File: src/rtl/pkt_ram_pkg.sv
// Shared types and default sizing for the packet RAM read path.
`timescale 1ns/1ps
package pkt_ram_pkg;
  localparam int ADDR_W_DEF  = 5;
  localparam int DATA_W_DEF  = 8;
  localparam int PKT_LEN_DEF = 32;
  localparam int CNT_W       = 8;

  typedef enum logic [2:0] {
    IDLE, ISSUE, CAPT, PRESENT, CSUM, ACK, RELEASE
  } state_t;
endpackage

File: src/rtl/pkt_ram_reader_if.sv
// Bus bundle between the packet RAM reader, the RAM and the downstream byte consumer.
`timescale 1ns/1ps
interface pkt_ram_reader_if
  import pkt_ram_pkg::*;
#(
  parameter int ADDR_W = ADDR_W_DEF,
  parameter int DATA_W = DATA_W_DEF
) ();
  logic              package_full;
  logic [DATA_W-1:0] ram_data;
  logic              rd_en;
  logic [ADDR_W-1:0] rd_addr;
  logic [DATA_W-1:0] out_data;
  logic              out_valid;
  logic              out_ready;
  logic              out_sop;
  logic              out_eop;
  logic              pkt_done;
  logic              busy;
  logic [CNT_W-1:0]  pkt_cnt;

  modport master (
    input  package_full, ram_data, out_ready,
    output rd_en, rd_addr, out_data, out_valid, out_sop, out_eop,
           pkt_done, busy, pkt_cnt
  );
  modport slave (
    output package_full, ram_data, out_ready,
    input  rd_en, rd_addr, out_data, out_valid, out_sop, out_eop,
           pkt_done, busy, pkt_cnt
  );
endinterface

File: src/rtl/pkt_out_reg.sv
// Output holding register for the byte stream; contents change only on a load,
// so data/sop/eop stay frozen while the consumer stalls.
`timescale 1ns/1ps
module pkt_out_reg #(
  parameter int DATA_W = 8
) (
  input  logic              clk_in,
  input  logic              rst,
  input  logic              i_load,
  input  logic              i_pop,
  input  logic [DATA_W-1:0] i_data,
  input  logic              i_sop,
  input  logic              i_eop,
  output logic [DATA_W-1:0] o_data,
  output logic              o_valid,
  output logic              o_sop,
  output logic              o_eop
);
  always_ff @(posedge clk_in or negedge rst) begin
    if (!rst) begin
      o_data  <= '0;
      o_valid <= 1'b0;
      o_sop   <= 1'b0;
      o_eop   <= 1'b0;
    end else if (i_load) begin
      // load beats pop: the checksum byte replaces the last data byte in one edge
      o_data  <= i_data;
      o_valid <= 1'b1;
      o_sop   <= i_sop;
      o_eop   <= i_eop;
    end else if (i_pop) begin
      o_valid <= 1'b0;
    end
  end
endmodule

File: src/rtl/pkt_ram_reader.sv
// Packet RAM read controller: walks addresses 0..PKT_LEN-1 once per package_full
// and streams the bytes out. Optional trailing checksum byte under PKT_RD_CHKSUM_EN.
`timescale 1ns/1ps
module pkt_ram_reader
  import pkt_ram_pkg::*;
#(
  parameter int ADDR_W  = ADDR_W_DEF,
  parameter int DATA_W  = DATA_W_DEF,
  parameter int PKT_LEN = PKT_LEN_DEF
) (
  input  logic            clk_in,
  input  logic            rst,
  pkt_ram_reader_if.master bus
);
  localparam logic [ADDR_W-1:0] LAST_ADDR = ADDR_W'(PKT_LEN - 1);

  state_t            r_state, w_state_nxt;
  logic              r_rd_en, r_pkt_done, r_busy;
  logic [ADDR_W-1:0] r_rd_addr;
  logic [CNT_W-1:0]  r_pkt_cnt;
  logic              w_last, w_load, w_pop, w_sop_in, w_eop_in;
  logic [DATA_W-1:0] w_data_in, w_out_data;
  logic              w_out_valid, w_out_sop, w_out_eop;

`ifdef PKT_RD_CHKSUM_EN
  logic [DATA_W-1:0] r_sum, w_sum_nxt;
  assign w_sum_nxt = r_sum + w_out_data;
`endif

  assign w_last = (r_rd_addr == LAST_ADDR);

  always_comb begin
    w_state_nxt = r_state;
    w_load      = 1'b0;
    w_pop       = 1'b0;
    w_data_in   = bus.ram_data;
    w_sop_in    = (r_rd_addr == '0);
    w_eop_in    = 1'b0;
    case (r_state)
      IDLE:    if (bus.package_full) w_state_nxt = ISSUE;
      ISSUE:   w_state_nxt = CAPT;
      CAPT: begin
        w_load = 1'b1;
`ifdef PKT_RD_CHKSUM_EN
        w_eop_in = 1'b0;
`else
        w_eop_in = w_last;
`endif
        w_state_nxt = PRESENT;
      end
      PRESENT: if (bus.out_ready) begin
        w_pop = 1'b1;
        if (!w_last) begin
          w_state_nxt = ISSUE;
        end else begin
`ifdef PKT_RD_CHKSUM_EN
          // two's complement makes the whole PKT_LEN+1 byte stream sum to zero
          w_load      = 1'b1;
          w_data_in   = -w_sum_nxt;
          w_sop_in    = 1'b0;
          w_eop_in    = 1'b1;
          w_state_nxt = CSUM;
`else
          w_state_nxt = ACK;
`endif
        end
      end
`ifdef PKT_RD_CHKSUM_EN
      CSUM: if (bus.out_ready) begin
        w_pop       = 1'b1;
        w_state_nxt = ACK;
      end
`endif
      ACK:     w_state_nxt = RELEASE;
      // hold until the writer drops package_full so a stale packet is not re-read
      RELEASE: if (!bus.package_full) w_state_nxt = IDLE;
      default: w_state_nxt = IDLE;
    endcase
  end

  always_ff @(posedge clk_in or negedge rst) begin
    if (!rst) begin
      r_state    <= IDLE;
      r_rd_en    <= 1'b0;
      r_rd_addr  <= '0;
      r_pkt_done <= 1'b0;
      r_busy     <= 1'b0;
      r_pkt_cnt  <= '0;
    end else begin
      r_state    <= w_state_nxt;
      r_rd_en    <= (w_state_nxt == ISSUE);
      r_busy     <= (w_state_nxt != IDLE);
      r_pkt_done <= (w_state_nxt == ACK);
      if (w_state_nxt == ACK) r_pkt_cnt <= r_pkt_cnt + 1'b1;
      if (r_state == IDLE && w_state_nxt == ISSUE)
        r_rd_addr <= '0;
      else if (r_state == PRESENT && w_state_nxt == ISSUE)
        r_rd_addr <= r_rd_addr + 1'b1;
    end
  end

`ifdef PKT_RD_CHKSUM_EN
  always_ff @(posedge clk_in or negedge rst) begin
    if (!rst)
      r_sum <= '0;
    else if (r_state == IDLE && w_state_nxt == ISSUE)
      r_sum <= '0;
    else if (r_state == PRESENT && w_pop)
      r_sum <= w_sum_nxt;
  end
`endif

  pkt_out_reg #(.DATA_W(DATA_W)) u_out (
    .clk_in  (clk_in),
    .rst     (rst),
    .i_load  (w_load),
    .i_pop   (w_pop),
    .i_data  (w_data_in),
    .i_sop   (w_sop_in),
    .i_eop   (w_eop_in),
    .o_data  (w_out_data),
    .o_valid (w_out_valid),
    .o_sop   (w_out_sop),
    .o_eop   (w_out_eop)
  );

  assign bus.rd_en     = r_rd_en;
  assign bus.rd_addr   = r_rd_addr;
  assign bus.out_data  = w_out_data;
  assign bus.out_valid = w_out_valid;
  assign bus.out_sop   = w_out_sop;
  assign bus.out_eop   = w_out_eop;
  assign bus.pkt_done  = r_pkt_done;
  assign bus.busy      = r_busy;
  assign bus.pkt_cnt   = r_pkt_cnt;
endmodule

File: src/flat_wrapper.sv
// flat-port wrapper written by rule: the top's interface ports become plain ports
module pkt_ram_reader_flat import pkt_ram_pkg::*;
#(
  parameter int ADDR_W  = ADDR_W_DEF,
  parameter int DATA_W  = DATA_W_DEF,
  parameter int PKT_LEN = PKT_LEN_DEF
)
  (clk_in, rst, bus_package_full, bus_ram_data, bus_out_ready, bus_rd_en, bus_rd_addr, bus_out_data, bus_out_valid, bus_out_sop, bus_out_eop, bus_pkt_done, bus_busy, bus_pkt_cnt);
  pkt_ram_reader_if #(.ADDR_W(ADDR_W), .DATA_W(DATA_W)) bus_i ();
  input  logic clk_in;
  input  logic rst;
  input wire logic [$bits(bus_i.package_full)-1:0] bus_package_full;
  input wire logic [$bits(bus_i.ram_data)-1:0] bus_ram_data;
  input wire logic [$bits(bus_i.out_ready)-1:0] bus_out_ready;
  output wire logic [$bits(bus_i.rd_en)-1:0] bus_rd_en;
  output wire logic [$bits(bus_i.rd_addr)-1:0] bus_rd_addr;
  output wire logic [$bits(bus_i.out_data)-1:0] bus_out_data;
  output wire logic [$bits(bus_i.out_valid)-1:0] bus_out_valid;
  output wire logic [$bits(bus_i.out_sop)-1:0] bus_out_sop;
  output wire logic [$bits(bus_i.out_eop)-1:0] bus_out_eop;
  output wire logic [$bits(bus_i.pkt_done)-1:0] bus_pkt_done;
  output wire logic [$bits(bus_i.busy)-1:0] bus_busy;
  output wire logic [$bits(bus_i.pkt_cnt)-1:0] bus_pkt_cnt;
  assign bus_i.package_full = bus_package_full;
  assign bus_i.ram_data = bus_ram_data;
  assign bus_i.out_ready = bus_out_ready;
  assign bus_rd_en = bus_i.rd_en;
  assign bus_rd_addr = bus_i.rd_addr;
  assign bus_out_data = bus_i.out_data;
  assign bus_out_valid = bus_i.out_valid;
  assign bus_out_sop = bus_i.out_sop;
  assign bus_out_eop = bus_i.out_eop;
  assign bus_pkt_done = bus_i.pkt_done;
  assign bus_busy = bus_i.busy;
  assign bus_pkt_cnt = bus_i.pkt_cnt;
  pkt_ram_reader #(.ADDR_W(ADDR_W), .DATA_W(DATA_W), .PKT_LEN(PKT_LEN)) u_core (.clk_in(clk_in), .rst(rst), .bus(bus_i));
endmodule
File: config.mk
export PLATFORM = sky130hd
export DESIGN_NAME = pkt_ram_reader_flat
export DESIGN_NICKNAME = d
export VERILOG_FILES = /design/src/rtl/pkt_ram_pkg.sv /design/src/rtl/pkt_ram_reader_if.sv /design/src/rtl/pkt_out_reg.sv /design/src/rtl/pkt_ram_reader.sv /design/src/flat_wrapper.sv
export SDC_FILE = /design/constraint.sdc
export NUM_CORES = 1
export LEC_CHECK = 0
export BUFFER_PORTS_ARGS = -buffer_cell sky130_fd_sc_hd__buf_4
export CAP_MARGIN = 20
export CORE_MARGIN = 10
export CORE_UTILIZATION = 28
export CTS_CLUSTER_SIZE = 20
export DETAILED_ROUTE_END_ITERATION = 10
export GPL_TIMING_DRIVEN = 0
export PLACE_DENSITY = 0.52
export SLEW_MARGIN = 20
export SYNTH_ARGS = -nofsm -noshare
export SYNTH_HDL_FRONTEND = slang
export SYNTH_SLANG_ARGS = --single-unit
File: constraint.sdc
create_clock -name clk_in -period 1.8 [get_ports clk_in]
set_input_delay 0.09 -clock clk_in [delete_from_list [all_inputs] [get_ports clk_in]]
set_output_delay 0.09 -clock clk_in [all_outputs]
set_load 0.05 [all_outputs]
## Yosys cells after proc, flatten, opt, wreduce, memory -nomap -nowiden

Index checks and enable logic that the tools add are counted.

| operators by class | value |
|---|---|
| add/sub/neg operators | 2 |
| equal/unequal tests | 8 |
| muxes and demuxes | 13 |
| reduce and logical (&&, ||, !) cells | 7 |

Operators with widths:

| operator | number |
|---|---|
| one-hot mux 3 bit (6 select lines) | 1 |
| 2-to-1 mux 3 bit | 4 |
| 2-to-1 mux 5 bit | 2 |
| equality test 3 bit, second input constant | 3 |
| adder 8 x 1 -> 8 bit, second input constant | 1 |
| equality test 3 x 1 -> 1 bit, second input constant | 2 |
| equality test 3 x 2 -> 1 bit, second input constant | 2 |
| 2-to-1 mux 1 bit | 6 |
| adder 5 x 1 -> 5 bit, second input constant | 1 |
| equality test 5 bit, second input constant | 1 |
| zero test 5 bit | 1 |
| nonzero test 2 bit | 2 |
| zero test 3 bit | 1 |
| nonzero test 3 bit | 1 |
| logical AND 1 bit | 2 |

| word-level totals | value |
|---|---|
| output and inout port bits | 27 |
| logic and storage cells | 40 |
| flip-flop bits (word level) | 30 |

## Longest topological paths before layout

Gate-level depths: netlist of the first run.

| logic depth | value |
|---|---|
| word-level depth | 8 |
| mapped depth | 7 |
| mapped depth without buffers | 6 |

## Modules after synthesis

From an unflattened synthesis of the first run, not the netlist that was laid out.

| unflattened totals | value |
|---|---|
| cell total of the unflattened synthesis | 105 |
| area total of the unflattened synthesis | 1358.8 µm² |

Modules (own cells, without submodules):

| module | instances | cells an instance | area each (µm²) |
|---|---|---|---|
| pkt_ram_reader | 1 | 81 | 913.4 |
| pkt_out_reg | 1 | 24 | 445.4 |

## Worst setup path after synthesis of the first run

No wires, ideal clock.

| timing | value |
|---|---|
| path kind | flip-flop to flip-flop |
| from | register u_core.r_rd_addr[0] (netlist: u_core.bus.rd_addr[0]) |
| to | register u_core.r_rd_addr[3] (netlist: u_core.bus.rd_addr[3]) |
| data required time | 1722 ps |
| slack | -297 ps |
| setup time | 78 ps |
| stages on the path, launching flop included | 7 |
| data arrival time | 2020 ps |
| cell sequence | dfrtp_1 > ha_1 > and3_1 > ha_1 > clkbuf_1 > or4_1 > a21boi_1 |

| between the ends | value |
|---|---|
| word-level cells in the longest chain between the ends | 7 |

Ends and longest elaborated chain:

| what | RTL line | RTL |
|---|---|---|
| start: declaration | pkt_ram_reader.sv:19 | `logic [ADDR_W-1:0] r_rd_addr;` |
| start signal: assignment | pkt_ram_reader.sv:98 | `r_rd_addr <= r_rd_addr + 1'b1;` |
| equality test 5 bit | pkt_ram_reader.sv:30 | `assign w_last = (r_rd_addr == LAST_ADDR);` |
| 2-to-1 mux 3 bit | pkt_ram_reader.sv:53 | `if (!w_last) begin` |
| 2-to-1 mux 3 bit | pkt_ram_reader.sv:51 | `PRESENT: if (bus.out_ready) begin` |
| one-hot mux 3 bit (6 select lines) | pkt_ram_reader.sv:39 | `case (r_state)` |
| equality test 3 x 1 -> 1 bit | pkt_ram_reader.sv:95, pkt_ram_reader.sv:97 |  |
| logical AND 1 bit (on tied branches) | pkt_ram_reader.sv:95, pkt_ram_reader.sv:97 |  |
| 2-to-1 mux 5 bit / nonzero test 2 bit (equally long branches) | - |  |

Several ways; a longest one is shown, not always the timed one. The select of a mux whose other input is x is not followed.
A chain may end at the register's enable or synchronous reset.

## Worst setup path in the final report of the first run

Same ends and word-level chain as after synthesis.

==> results of run 1 <==
## through the flow
stage / cell area [um2] / setup slack, ns / hold WS, ns / util (%)
3_3_place_gp: 1760 / 0.0860 / 0.0368 / 37.2
5_1_grt: 1880 / 0.00948 / 0.0269 / 39.8
6_report: 1880 / 0.0725 / 0.0283 / 39.8
2_1_floorplan: 1390 / 0.0229 / -0.206 / -
4_1_cts: 1860 / 0.0542 / 0.0168 / 39.4
3_5_place_dp: 1760 / 0.0658 / 0.0429 / 37.2
## state kept, by name (all words and copies together) (netlist names)
register,flops
u_core.u_out.o_eop,1
u_core.bus.pkt_cnt,8
u_core.r_state,3
u_core.u_out.o_valid,1
u_core.bus.rd_addr,5
u_core.u_out.o_data,8
u_core.bus.pkt_done,1
u_core.bus.rd_en,1
u_core.u_out.o_sop,1
u_core.bus.busy,1
## power breakdown
group,switching (W),internal (W),total (W)
Clock,0.000234,0.000308,0.000542
Combinational,0.00101,0.000533,0.00155
Sequential,0.000166,0.000888,0.00105
## logic make-up (layout without fill, tap and decap cells)
group	count (synthesis)	in the layout
AND/OR/NAND/NOR	34	34
flip-flops	30	30
adder cells (fa/ha/maj)	4	4
XOR/XNOR	7	7
AO/OA/AOI/OAI	11	11
buffers and inverters	11	59
multiplexers	13	13
## synth_stat cells (2+ instances only)
cell type                  count  area, um2
sky130_fd_sc_hd__a22o_1        3       26.3
sky130_fd_sc_hd__nand2b_1      2       12.5
sky130_fd_sc_hd__a21oi_1       2       10.0
sky130_fd_sc_hd__inv_2         2       7.51
sky130_fd_sc_hd__buf_2         2       10.0
sky130_fd_sc_hd__ha_1          4       50.1
sky130_fd_sc_hd__xnor2_1       5       43.8
sky130_fd_sc_hd__nand3_1       5       25.0
sky130_fd_sc_hd__dfrtp_1      30        751
sky130_fd_sc_hd__nor2_1        5       18.8
sky130_fd_sc_hd__nand4_1       2       12.5
sky130_fd_sc_hd__o21ai_1       2       10.0
sky130_fd_sc_hd__xor2_1        2       17.5
sky130_fd_sc_hd__nor3b_1       2       15.0
sky130_fd_sc_hd__mux2_1       11        124
sky130_fd_sc_hd__nand2_1       4       15.0
sky130_fd_sc_hd__and3_1        5       31.3
sky130_fd_sc_hd__and4b_1       2       20.0
sky130_fd_sc_hd__buf_6         2       22.5
sky130_fd_sc_hd__inv_1         4       15.0
## final timing paths
check	from	to	slack [ns]
setup reg to reg	u_core.bus.rd_addr[0]	u_core.bus.rd_addr[3]	0.07
hold reg to reg	u_core.bus.pkt_cnt[7]	u_core.bus.pkt_cnt[7]	0.48
min in group asynchronous	rst	u_core.bus.pkt_cnt[7]	0.28
setup / recovery	u_core.bus.rd_addr[0]	u_core.bus.rd_addr[3]	0.07
hold / removal	bus_ram_data[0]	u_core.u_out.o_data[0]	0.03
max in group asynchronous	rst	u_core.bus.rd_addr[0]	1.21
## what timing repair did
action	CTS	global route
buffers inserted	0	1
resized for setup	0	3
endpoints found under the setup margin	0	2
hold buffers	1	0
hold endpoints to repair	30	0
## routing by layer
metal | vias up | wire length (um) | GRT usage, %
li1 | 483 | - | -
met1 | 468 | 1230 | 8.67
met2 | 33 | 1480 | 12.0
met3 | 5 | 240 | 3.41
met4 | 0 | 68 | 4.04
met5 | - | 0 | 0
## layout make-up
class,count,area [um2],share of cell area (%)
inverter,6,22.5,1.20
clock buffer,7,86.3,4.59
buffer,5,46.3,2.46
multi-input combinational,69,578,30.8
clock inverter,1,5.00,0.266
tap,67,83.8,4.46
sequential,30,754,40.1
timing repair buffer,40,303,16.1
==> summary.md, run 1 <==
The global-route wire length before repair is 5.06 mm, and the count of non-filler cells in the finished layout is 225. The root cell of the clock tree is sky130_fd_sc_hd__clkbuf_8. Once detail routing completed, the nets flagged for antenna violations numbered 0.

The via count of the first global-routing pass is 976, and the warning count from the yosys run is 0. TritonCTS built the clock tree. The number of buffers created by CTS was 5; the adder-cell share of the synthesized area was 3.68%. The total setup violations reported at the end of the flow was 0; the number of H-tree levels was 2. For the pin with the worst max-slew slack, the measured transition is 0.381 ns.

For the worst-skew pair, the clock arrives at the later sink with an insertion delay of 0.28 ns. The core region is 4720 um2. The synthesized design contains 30 register bits. In this run the vertical extent of the chip is 89.7 um. Cells with a size suffix above 1 make up 40.5% of the layout. After detailed routing, the number of remaining DRC violations is 0.

Detailed placement finished with a half-perimeter wire length of 2.31 mm. For the number of antenna violations at the first check in global routing, the log shows 0. When the netlist entered floorplanning its net count stood at 126.

The number of cells on the worst reg-to-reg path is 6. The count of filler cells inserted in the layout is 448. The synthesized netlist devotes 5.51% of its cell area to compound gates. Using the TritonRoute via totals, the vias-per-cell ratio works out to 4.40. The final total power was 0.00314 W; the clock transition at the registers of the reported paths was 0.06 ns. The layout-stage area growth over the synthesis result is 38.1%. Setup repair after global routing left no endpoint under its margin.

The primary flip-flop cell chosen by synthesis mapping was sky130_fd_sc_hd__dfrtp_1. The worst slew margin relative to its limit was 74.6%. After synthesis, the mean cell area works out to 12.4 um2.

The count of maximum capacitance violations came out at 0. The peak per-stage delay on the critical path was 0.44 ns; the all-layer global routing usage was 7.70%. The final period demand of the worst path works out to 1.73 ns.

Worst endpoint data arrival time: 1.94 ns. For this configuration, the core starts out at a cell density of 28.8%. The final layout contains 173 nets. The largest net degree at the start of global routing is 31. In this run the number of cells on the critical path is 6. The number of antenna diodes in the final layout is 0.

The instance count along the most critical hold path was 2. The tools report the length of the first detailed-routing pass in iterations as 4. The run finished with clean final reports. The worst setup path is of the reg2reg kind. By area, the combinational part of the netlist is dominated by simple AND/OR/NAND/NOR gates.

Counting distinct cell types in the post-synthesis netlist gives 34. Including well taps, the total number of placed cells is 215. Critical path's top delay family: simple AND/OR/NAND/NOR gates. The tools report the maximum clock frequency as 579 MHz. After layout, the worst path uses 96.0% of the clock period. After detailed routing, the average wire length per cell comes to 13.4 um.

Type of the tightest min-delay check: in2reg. Share of the yosys chip area belonging to registers: 55.1%. In this run the static leakage power is 0.917 nW.

The tools report the kind of start point of the critical path as a register. The synthesized cell area was 1360 um2. The count of buffer and inverter cells on the critical path was 1; the peak ir drop on the vdd network was 497 uV. Along the worst path, the maximum fanout reaches 10.

The number of max-slew violations in the final report came out at 0. Sum of routed wire length over all layers: 3.02 mm. 39 I/O pins were placed. The worst setup path is captured at a register. Number of instances in the synthesized netlist: 110. Traced cell by cell, the critical path runs through ha_4 > and3_1 > ha_2 > clkbuf_8 > or4_4 > a21boi_2. The final sum of negative setup slack came out at 0 ns. After the first detailed-routing iteration, the DRC count stood at 22.

Buffers placed on the I/O ports in this run total 38. STA puts the critical path data required time at 2.01 ns. Routability-driven placement finished with a final weighted congestion of 0.768. Of all flip-flops after synthesis, the portion carrying an async set or reset was 100%. The total number of vias was 989.

The multiplexer share of the synthesized area is 10.7%, and the number of hold-slack violations in the final timing report is 0. The synthesized design contains 0 enable-type register cells. Counting every sink on the clock net gives 30.

For the clock skew, the log shows 0.00579 ns. The parity-gate share of the synthesized area counting xor and xnor cells was 4.50%. The critical path's slowest cell is sky130_fd_sc_hd__dfrtp_2.

Number of placement rows: 25. Leaving out fill and tap cells, the most frequent cell in the layout is sky130_fd_sc_hd__buf_4. The power density of the placed cells came out at 1670 nW/um2.

The die covers 8050 um2. After Yosys synthesis, and, or, nand and nor cells account for 16.2% of the synthesized area. The die extent in x is 89.7 um.

In the layout the commonest cells are sky130_fd_sc_hd__buf_4, sky130_fd_sc_hd__dfrtp_1, sky130_fd_sc_hd__mux2_1. After global routing the overflow that remains totals 0. The longest clock path from root to sink contains 2 buffers.
Power figures use the tool's default switching activity.
==> run 2: changes to the inputs <==
--- a/config.mk
+++ b/config.mk
@@ -12,7 +12,7 @@
 export CTS_CLUSTER_SIZE = 20
 export DETAILED_ROUTE_END_ITERATION = 10
 export GPL_TIMING_DRIVEN = 0
-export PLACE_DENSITY = 0.52
+export PLACE_DENSITY = 0.5
 export SLEW_MARGIN = 20
 export SYNTH_ARGS = -nofsm -noshare
 export SYNTH_HDL_FRONTEND = slang
==> constraint.sdc (replaced) <==
create_clock -name clk_in -period 1.9 [get_ports clk_in]
set_input_delay 0.095 -clock clk_in [delete_from_list [all_inputs] [get_ports clk_in]]
set_output_delay 0.095 -clock clk_in [all_outputs]
set_load 0.05 [all_outputs]
==> run 2 against run 1 <==
Net effect:
- highest routed layer unchanged
- hold slack better by 0.0049 ns
- die area unchanged
- critical endpoint unchanged
- largest cell class unchanged
- maximum frequency down 5.9%
- combinational power down 7%
==> summary.md, run 2 (same netlist as run 1, synthesis figures left out) <==
The run finished with clean final reports. The logs give 0 (unchanged) for the number of hold-slack violations in the final timing report and 0.908 nW (-1.0%) for the leakage component of the power. On the critical path the largest part of the delay comes from simple AND/OR/NAND/NOR gates.

The total number of vias is 986 (-0.30%). Kind of start point of the critical path: a register. The count of non-filler cells in the finished layout came out at 224 (-0.44%). The overall die height is 89.7 um (unchanged), and the peak per-stage delay on the critical path is 0.50 ns (+0.06 ns). The peak ir drop on the vdd network was 539 uV (+8.5%); the number of placed instances, taps included was 215 (unchanged). The logs give 0 (unchanged) for the number of antenna violations at the first check in global routing and 2 (unchanged) for the number of H-tree levels. Relative to the synthesized area, the layout overhead comes to 37.0%.

The count of buffer and inverter cells on the critical path is 1 (unchanged), and the I/O pin count is 39 (unchanged). The number of max-slew violations in the final report was 0 (unchanged). For hold timing, the worst endpoint is u_core.u_out.o_data[5].

In this run the worst hold path is classified as in2reg. The logs give 0 (unchanged) for the count of maximum capacitance violations and 30 (unchanged) for the number of sinks handled by clock tree synthesis. The iteration-0 DRC count of the detailed router was 24 (+9.1%); the deepest clock path buffer count was 2 (unchanged).

The largest net degree at the start of global routing is 31 (unchanged), and the total setup violations reported at the end of the flow is 0 (unchanged). The type of the worst setup path was reg2reg. The starting utilization of the core area is 28.8% (unchanged), and the fraction of the cycle the final worst path needs is 96.6% (+0.65 points). The path depth of the worst reg2reg path is 6 (unchanged).

Setup repair after global routing left no endpoint under its margin. The worst endpoint data arrival time came out at 2.03 ns (+0.09 ns). The length of the first detailed-routing pass in iterations was 4 (unchanged); the worst setup slack for register-to-register paths was 0.06 ns (about the same). The required time at the worst-slack endpoint was 2.10 ns (+0.09 ns); the insertion delay to the later sink of the worst-skew pair was 0.28 ns (about the same). The number of nets in the layout was 172 (-0.58%); the number of placement rows was 25 (unchanged). The highest net fanout along the worst path is 10 (unchanged), and the number of buffers created by CTS is 5 (unchanged). The clock skew is 0.00766 ns (+0.00187 ns). The instance count along the most critical hold path works out to 2 (unchanged). The tools report the sum of routed wire length over all layers as 3.11 mm (+2.8%). The run gives 1,018 (+4.3%) as the via count of the first global-routing pass. Area of the multi-input gates: 572 um2 (-1.1%). The launch point of the worst path is u_core.bus.rd_addr[0].

The tools report the HPWL reported at the end of detailed placement as 2.30 mm (-0.46%). The number of buffer cells added on primary ports came out at 38 (unchanged). The count of nets left with antenna violations after detail routing came out at 0 (unchanged).

Final sum of negative setup slack: 0 ns (unchanged). The startpoint identified for the worst register-to-register timing path is u_core.bus.rd_addr[0]. The measured slew at the worst slew-check pin was 0.390 ns (+0.00880 ns); the worst slew margin relative to its limit was 74.0% (-0.59 points). The start point of the worst hold path was bus_ram_data[5].

Via count normalized by instance count: 4.40 (+0.14%). The die extent in x works out to 89.7 um (unchanged). STA classifies the critical path endpoint as a register. Global-route wire length before repair: 5.27 mm (+4.2%).

The reg-to-reg critical path endpoint is u_core.bus.rd_addr[3]. The final period demand of the worst path was 1.84 ns (+0.108 ns). The logs give 455 (+1.6%) for the count of filler cells inserted in the layout and 4720 um2 (unchanged) for the area of the core. The all-layer global routing usage came out at 7.97% (+0.27 points). The antenna cell count was 0 (unchanged). The library cell used most frequently in the layout, excluding fill and tap cells, is sky130_fd_sc_hd__buf_4. The total global routing overflow is 0 (unchanged), and the wire length per cell is 13.9 um (+3.3%). In the layout the commonest cells are sky130_fd_sc_hd__buf_4, sky130_fd_sc_hd__dfrtp_1, sky130_fd_sc_hd__mux2_1.

The run gives 8050 um2 (unchanged) as the full die area. Routability congestion estimate: 0.791 (+3.0%). The root buffer cell chosen for the clock tree is sky130_fd_sc_hd__clkbuf_8. The register area came out at 753 um2 (-0.17%).

TritonCTS built the clock tree. The power density of the placed cells is 1580 nW/um2 (-5.2%), and the maximum clock frequency is 545 MHz (-5.9%). Traced cell by cell, the critical path runs through ha_2 > and3_4 > ha_4 > buf_8 > or4_1 > a21boi_1.

The share of layout cells above drive strength 1 is 38.2% (-2.3 points). Among all stages on the critical path, the largest delay is contributed by sky130_fd_sc_hd__or4_1. The post-route DRC violation count was 0 (unchanged); the clock transition at the registers of the reported paths was 0.07 ns (about the same).
==> run 2: worst max path at each step <==
stage          slack (ns)                     to  cells past startpoint
3_3_place_gp          0.1  u_core.bus.rd_addr[3]                      6
5_1_grt              0.02  u_core.bus.rd_addr[3]                      6
6_report             0.06  u_core.bus.rd_addr[3]                      6
4_1_cts              0.03  u_core.bus.rd_addr[3]                      6
2_1_floorplan       0.009  u_core.bus.rd_addr[3]                      6
3_5_place_dp         0.09  u_core.bus.rd_addr[3]                      6
==> run 2: repair_timing <==
item                                   in CTS  in global routing
gates resized for setup                     0                  3
endpoints found under the hold margin      30                  0
hold buffers                                1                  0
setup endpoints to repair                   0                  1
setup buffers                               0                  0
==> run 2: area by class of cell <==
class | instances | share of cell area (%)
buffer | 5 | 2.55
tap | 67 | 4.49
inverter | 6 | 1.21
timing repair buffer | 39 | 15.8
clock buffer | 7 | 4.63
clock inverter | 1 | 0.268
multi-input combinational | 69 | 30.7
sequential | 30 | 40.4
==> run 2: stage by stage <==
stage	hold WS (ns)	power [W]	area, um2	worst slack, ns	util (%)
2_1_floorplan	-0.201	0.00200	1380	0.00911	-
3_5_place_dp	0.0547	0.00246	1750	0.0861	37.0
4_1_cts	0.0179	0.00300	1850	0.0277	39.2
6_report	0.0333	0.00296	1870	0.0642	39.5
5_1_grt	0.0272	0.00314	1870	0.0214	39.5
3_3_place_gp	0.0480	0.00243	1750	0.0968	37.0
==> run 2: worst register-to-register path: stages (launching register included) <==
cell and delay [ns]:
sky130_fd_sc_hd__dfrtp_2 0.42, sky130_fd_sc_hd__ha_2 0.19, sky130_fd_sc_hd__and3_4 0.18, sky130_fd_sc_hd__ha_4 0.16, sky130_fd_sc_hd__buf_8 0.13, sky130_fd_sc_hd__or4_1 0.50, sky130_fd_sc_hd__a21boi_1 0.17
==> run 2: metal layers <==
layer / GRT usage, % / vias to the layer above / part of all wire (%)
met5: 0 / - / 0
met4: 4.85 / 0 / 1.4
met3: 2.99 / 2 / 6.5
met2: 12.3 / 29 / 47
met1: 9.14 / 478 / 45
li1: - / 477 / -
==> run 2: power by group <==
| group | internal, W | switching (W) | leakage, nW | total, W |
|---|---|---|---|---|
| Clock | 0.000292 | 0.000226 | 0.0482 | 0.000517 |
| Sequential | 0.000839 | 0.000162 | 0.377 | 0.00100 |
| Combinational | 0.000486 | 0.000951 | 0.482 | 0.00144 |
==> run 3: changes to the inputs <==
--- a/config.mk
+++ b/config.mk
@@ -5,14 +5,17 @@
 export SDC_FILE = /design/constraint.sdc
 export NUM_CORES = 1
 export LEC_CHECK = 0
+export ABC_CLOCK_PERIOD_IN_PS = 1900
 export BUFFER_PORTS_ARGS = -buffer_cell sky130_fd_sc_hd__buf_4
 export CAP_MARGIN = 20
+export CELL_PAD_IN_SITES_DETAIL_PLACEMENT = 1
+export CELL_PAD_IN_SITES_GLOBAL_PLACEMENT = 1
 export CORE_MARGIN = 10
 export CORE_UTILIZATION = 28
 export CTS_CLUSTER_SIZE = 20
 export DETAILED_ROUTE_END_ITERATION = 10
 export GPL_TIMING_DRIVEN = 0
-export PLACE_DENSITY = 0.5
+export PLACE_DENSITY = 0.6
 export SLEW_MARGIN = 20
 export SYNTH_ARGS = -nofsm -noshare
 export SYNTH_HDL_FRONTEND = slang
==> run 3 against run 2 <==
Net effect:
- sequential share of layout area shrank 1.8 points
- highest routed layer unchanged
- design area grew 4.8%
- clock power grew 56%
- first-iteration DRC count shrank 13%
- sequential power is essentially flat
- flip-flop and latch count is the same
- core utilization grew 1.9 points
- wire length grew 5.9%
- register-to-register slack gained 0.02 ns
- largest power group unchanged
- global-route usage grew 0.36 points
- critical path depth is the same
- non-clock buffer count grew 3
==> summary.md, run 3 (same netlist as run 1, synthesis figures left out) <==
The run finished with clean final reports. The layout-stage area growth over the synthesis result was 43.6%; the fraction of power consumed by sequential logic was 30.5% (-3.4 points). The min-delay analysis places its worst path in the category in2reg.

The maximum clock frequency was 550 MHz (+0.92%). The logs give 0.954 nW (+5.1%) for the leakage component of the power and 0.28 ns (about the same) for the insertion delay to the later sink of the worst-skew pair. The count of maximum capacitance violations came out at 0 (unchanged). The number of buffer cells added on primary ports works out to 38 (unchanged).

Critical path endpoint category: a register. The starting utilization of the core area was 28.8% (unchanged); the full die area was 8050 um2 (unchanged). The post-route cell area is 1950 um2 (+4.8%), and the die extent in x is 89.7 um (unchanged). The logs give 0 (unchanged) for the total global routing overflow and 0.0809 ns (+0.0167 ns) for the final critical-path setup slack.

Peak per-stage delay on the critical path: 0.51 ns (about the same). The length of the first detailed-routing pass in iterations was 4 (unchanged). The iteration-0 DRC count of the detailed router was 21 (-13%); the share of layout cells above drive strength 1 was 40.6% (+2.4 points). The minimum setup slack after placement came out at 0.0359 ns (-0.0503 ns). STA classifies the critical path startpoint as a register. The tree is rooted in a sky130_fd_sc_hd__clkbuf_8. The largest net degree at the start of global routing is 31 (unchanged), and the final sum of negative setup slack is 0 ns (unchanged). Number of buffers created by CTS: 5 (unchanged). The logs give 41.4% (+1.9 points) for the final core utilization and 4720 um2 (unchanged) for the area of the core.

The run gives 594 uV (+10%) as the peak ir drop on the vdd network. The final period demand of the worst path was 1.82 ns (-0.0167 ns); the deepest clock path buffer count was 2 (unchanged). For the worst slew margin relative to its limit, the log shows 73.5% (-0.52 points). The measured slew at the worst slew-check pin is 0.398 ns (+0.00775 ns). Setup repair after global routing left no endpoint under its margin. Worst endpoint data arrival time: 2.04 ns (about the same). Clock transition at the registers of the reported paths: 0.07 ns (about the same).

Number of max-slew violations in the final report: 0 (unchanged). The total setup violations reported at the end of the flow is 0 (unchanged), and the required time at the worst-slack endpoint is 2.12 ns (+0.02 ns). The tools report the number of H-tree levels as 2 (unchanged). The tools report the antenna cell count as 0 (unchanged). For the post-route DRC violation count, the log shows 0 (unchanged). The logs give 25 (unchanged) for the number of placement rows and 24.6% (+7.1 points) for the proportion of power drawn by the clock network. Critical path's slowest cell: sky130_fd_sc_hd__or4_4. Traced cell by cell, the critical path runs through ha_4 > and3_1 > ha_2 > buf_8 > or4_4 > a21boi_2. The run gives 1,020 (+3.4%) as the total number of vias. The library cells used most frequently in the layout, excluding fill and tap cells, are sky130_fd_sc_hd__buf_4, sky130_fd_sc_hd__dfrtp_1, sky130_fd_sc_hd__mux2_1.

The worst hold slack after final layout is 0.0254 ns (-0.00792 ns). The power density of the placed cells was 1680 nW/um2 (+6.0%). For the HPWL reported at the end of detailed placement, the log shows 2.46 mm (+7.2%). Via count normalized by instance count: 4.49 (+2.1%). The sum of routed wire length over all layers is 3.29 mm (+5.9%). The fraction of the cycle the final worst path needs came out at 95.7% (-0.88 points). TritonCTS built the clock tree.

The number of sinks handled by clock tree synthesis was 30 (unchanged). Overall die height: 89.7 um (unchanged). The via count of the first global-routing pass was 1,145 (+12%); the highest net fanout along the worst path was 5 (-5).

The logs give 8.33% (+0.36 points) for the all-layer global routing usage and 0.00137 W (+2.3%) for the net switching power. The tools report the routability congestion estimate as 0.777 (-1.8%). The number of antenna violations at the first check in global routing was 0 (unchanged); the standard cell area after detailed placement was 1750 um2 (unchanged). The wire length per cell is 14.5 um (+4.5%), and the number of nets in the layout is 175 (+1.7%). Combinational group share of total power: 45.0% (-3.6 points). The internal cell power is 0.00191 W (+18%), and the switching power as a share of total power is 41.7% (-3.6 points). For the count of nets left with antenna violations after detail routing, the log shows 0 (unchanged). For the clock skew, the log shows 0.0129 ns (+0.00526 ns). Number of hold-slack violations in the final timing report: 0 (unchanged). The global-route wire length before repair was 5.53 mm (+4.8%). The library cell used most frequently in the layout, excluding fill and tap cells, is sky130_fd_sc_hd__buf_4.

The worst setup path is of the reg2reg kind. I/O pin count: 39 (unchanged).
-- run 3: timing repair --
action                     in CTS  in global routing
setup endpoints to repair       0                  1
hold buffers                    1                  0
hold endpoints to repair       30                  0
setup buffers                   0                  3
gates resized for setup         0                  4
-- run 3: final cells by class --
| cell class | instances | area [um2] |
|---|---|---|
| well taps | 67 | 83.8 |
| fillers | 513 | 2770 |
| repair buffers | 42 | 330 |
| clock inverters | 2 | 60.1 |
| inverters | 6 | 22.5 |
| flip-flops and latches | 30 | 753 |
| clock buffers | 6 | 82.6 |
| multi-input cells | 69 | 574 |
| plain buffers | 5 | 47.5 |
-- run 3: path summary, 6_finish.rpt --
path                                       start                endpoint  slack [ns]  cells after the start
max                        u_core.bus.rd_addr[0]   u_core.bus.rd_addr[3]        0.08                      6
min                              bus_ram_data[0]  u_core.u_out.o_data[0]        0.03                      2
max reg2reg                u_core.bus.rd_addr[0]   u_core.bus.rd_addr[3]        0.08                      6
min reg2reg                u_core.bus.pkt_cnt[7]   u_core.bus.pkt_cnt[7]        0.48                      1
max in group asynchronous                    rst   u_core.bus.rd_addr[1]        1.31                      2
min in group asynchronous                    rst       u_core.r_state[2]        0.28                      2
-- run 3: worst max-delay path: cells and delay by family, from the launching register on --
kind	cells	cell delay, ns
and+or+nand+nor	2	0.69
DFF	1	0.44
adders and majority gates	2	0.36
AOI/OAI and AO/OA	1	0.14
buffers and inverters	1	0.13
-- run 3: power by group through the flow --
stage / clock network (W) / registers, W / logic [W]
after global placement: 0 / 0.000996 / 0.00143
after floorplan: 0 / 0.00159 / 0.000405
after CTS: 0.000828 / 0.000999 / 0.00146
after detailed placement: 0 / 0.00101 / 0.00146
final: 0.000806 / 0.00100 / 0.00148
after global routing: 0.000858 / 0.00103 / 0.00158
-- run 3: metrics by stage --
step,power (W),cells
global route,0.00348,227
CTS,0.00329,224
global placement,0.00243,215
floorplan,0.00200,110
detailed placement,0.00246,215
finish,0.00328,227
-- run 3: metal layers --
layer / global-route usage, % / wire [um] / share of wire [%] / vias up
met5: 0 / 0 / 0 / -
met3: 3.41 / 202 / 6.1 / 2
li1: - / - / - / 481
met4: 4.18 / 41 / 1.2 / 0
met1: 9.24 / 1440 / 44 / 510
met2: 13.4 / 1610 / 49 / 27
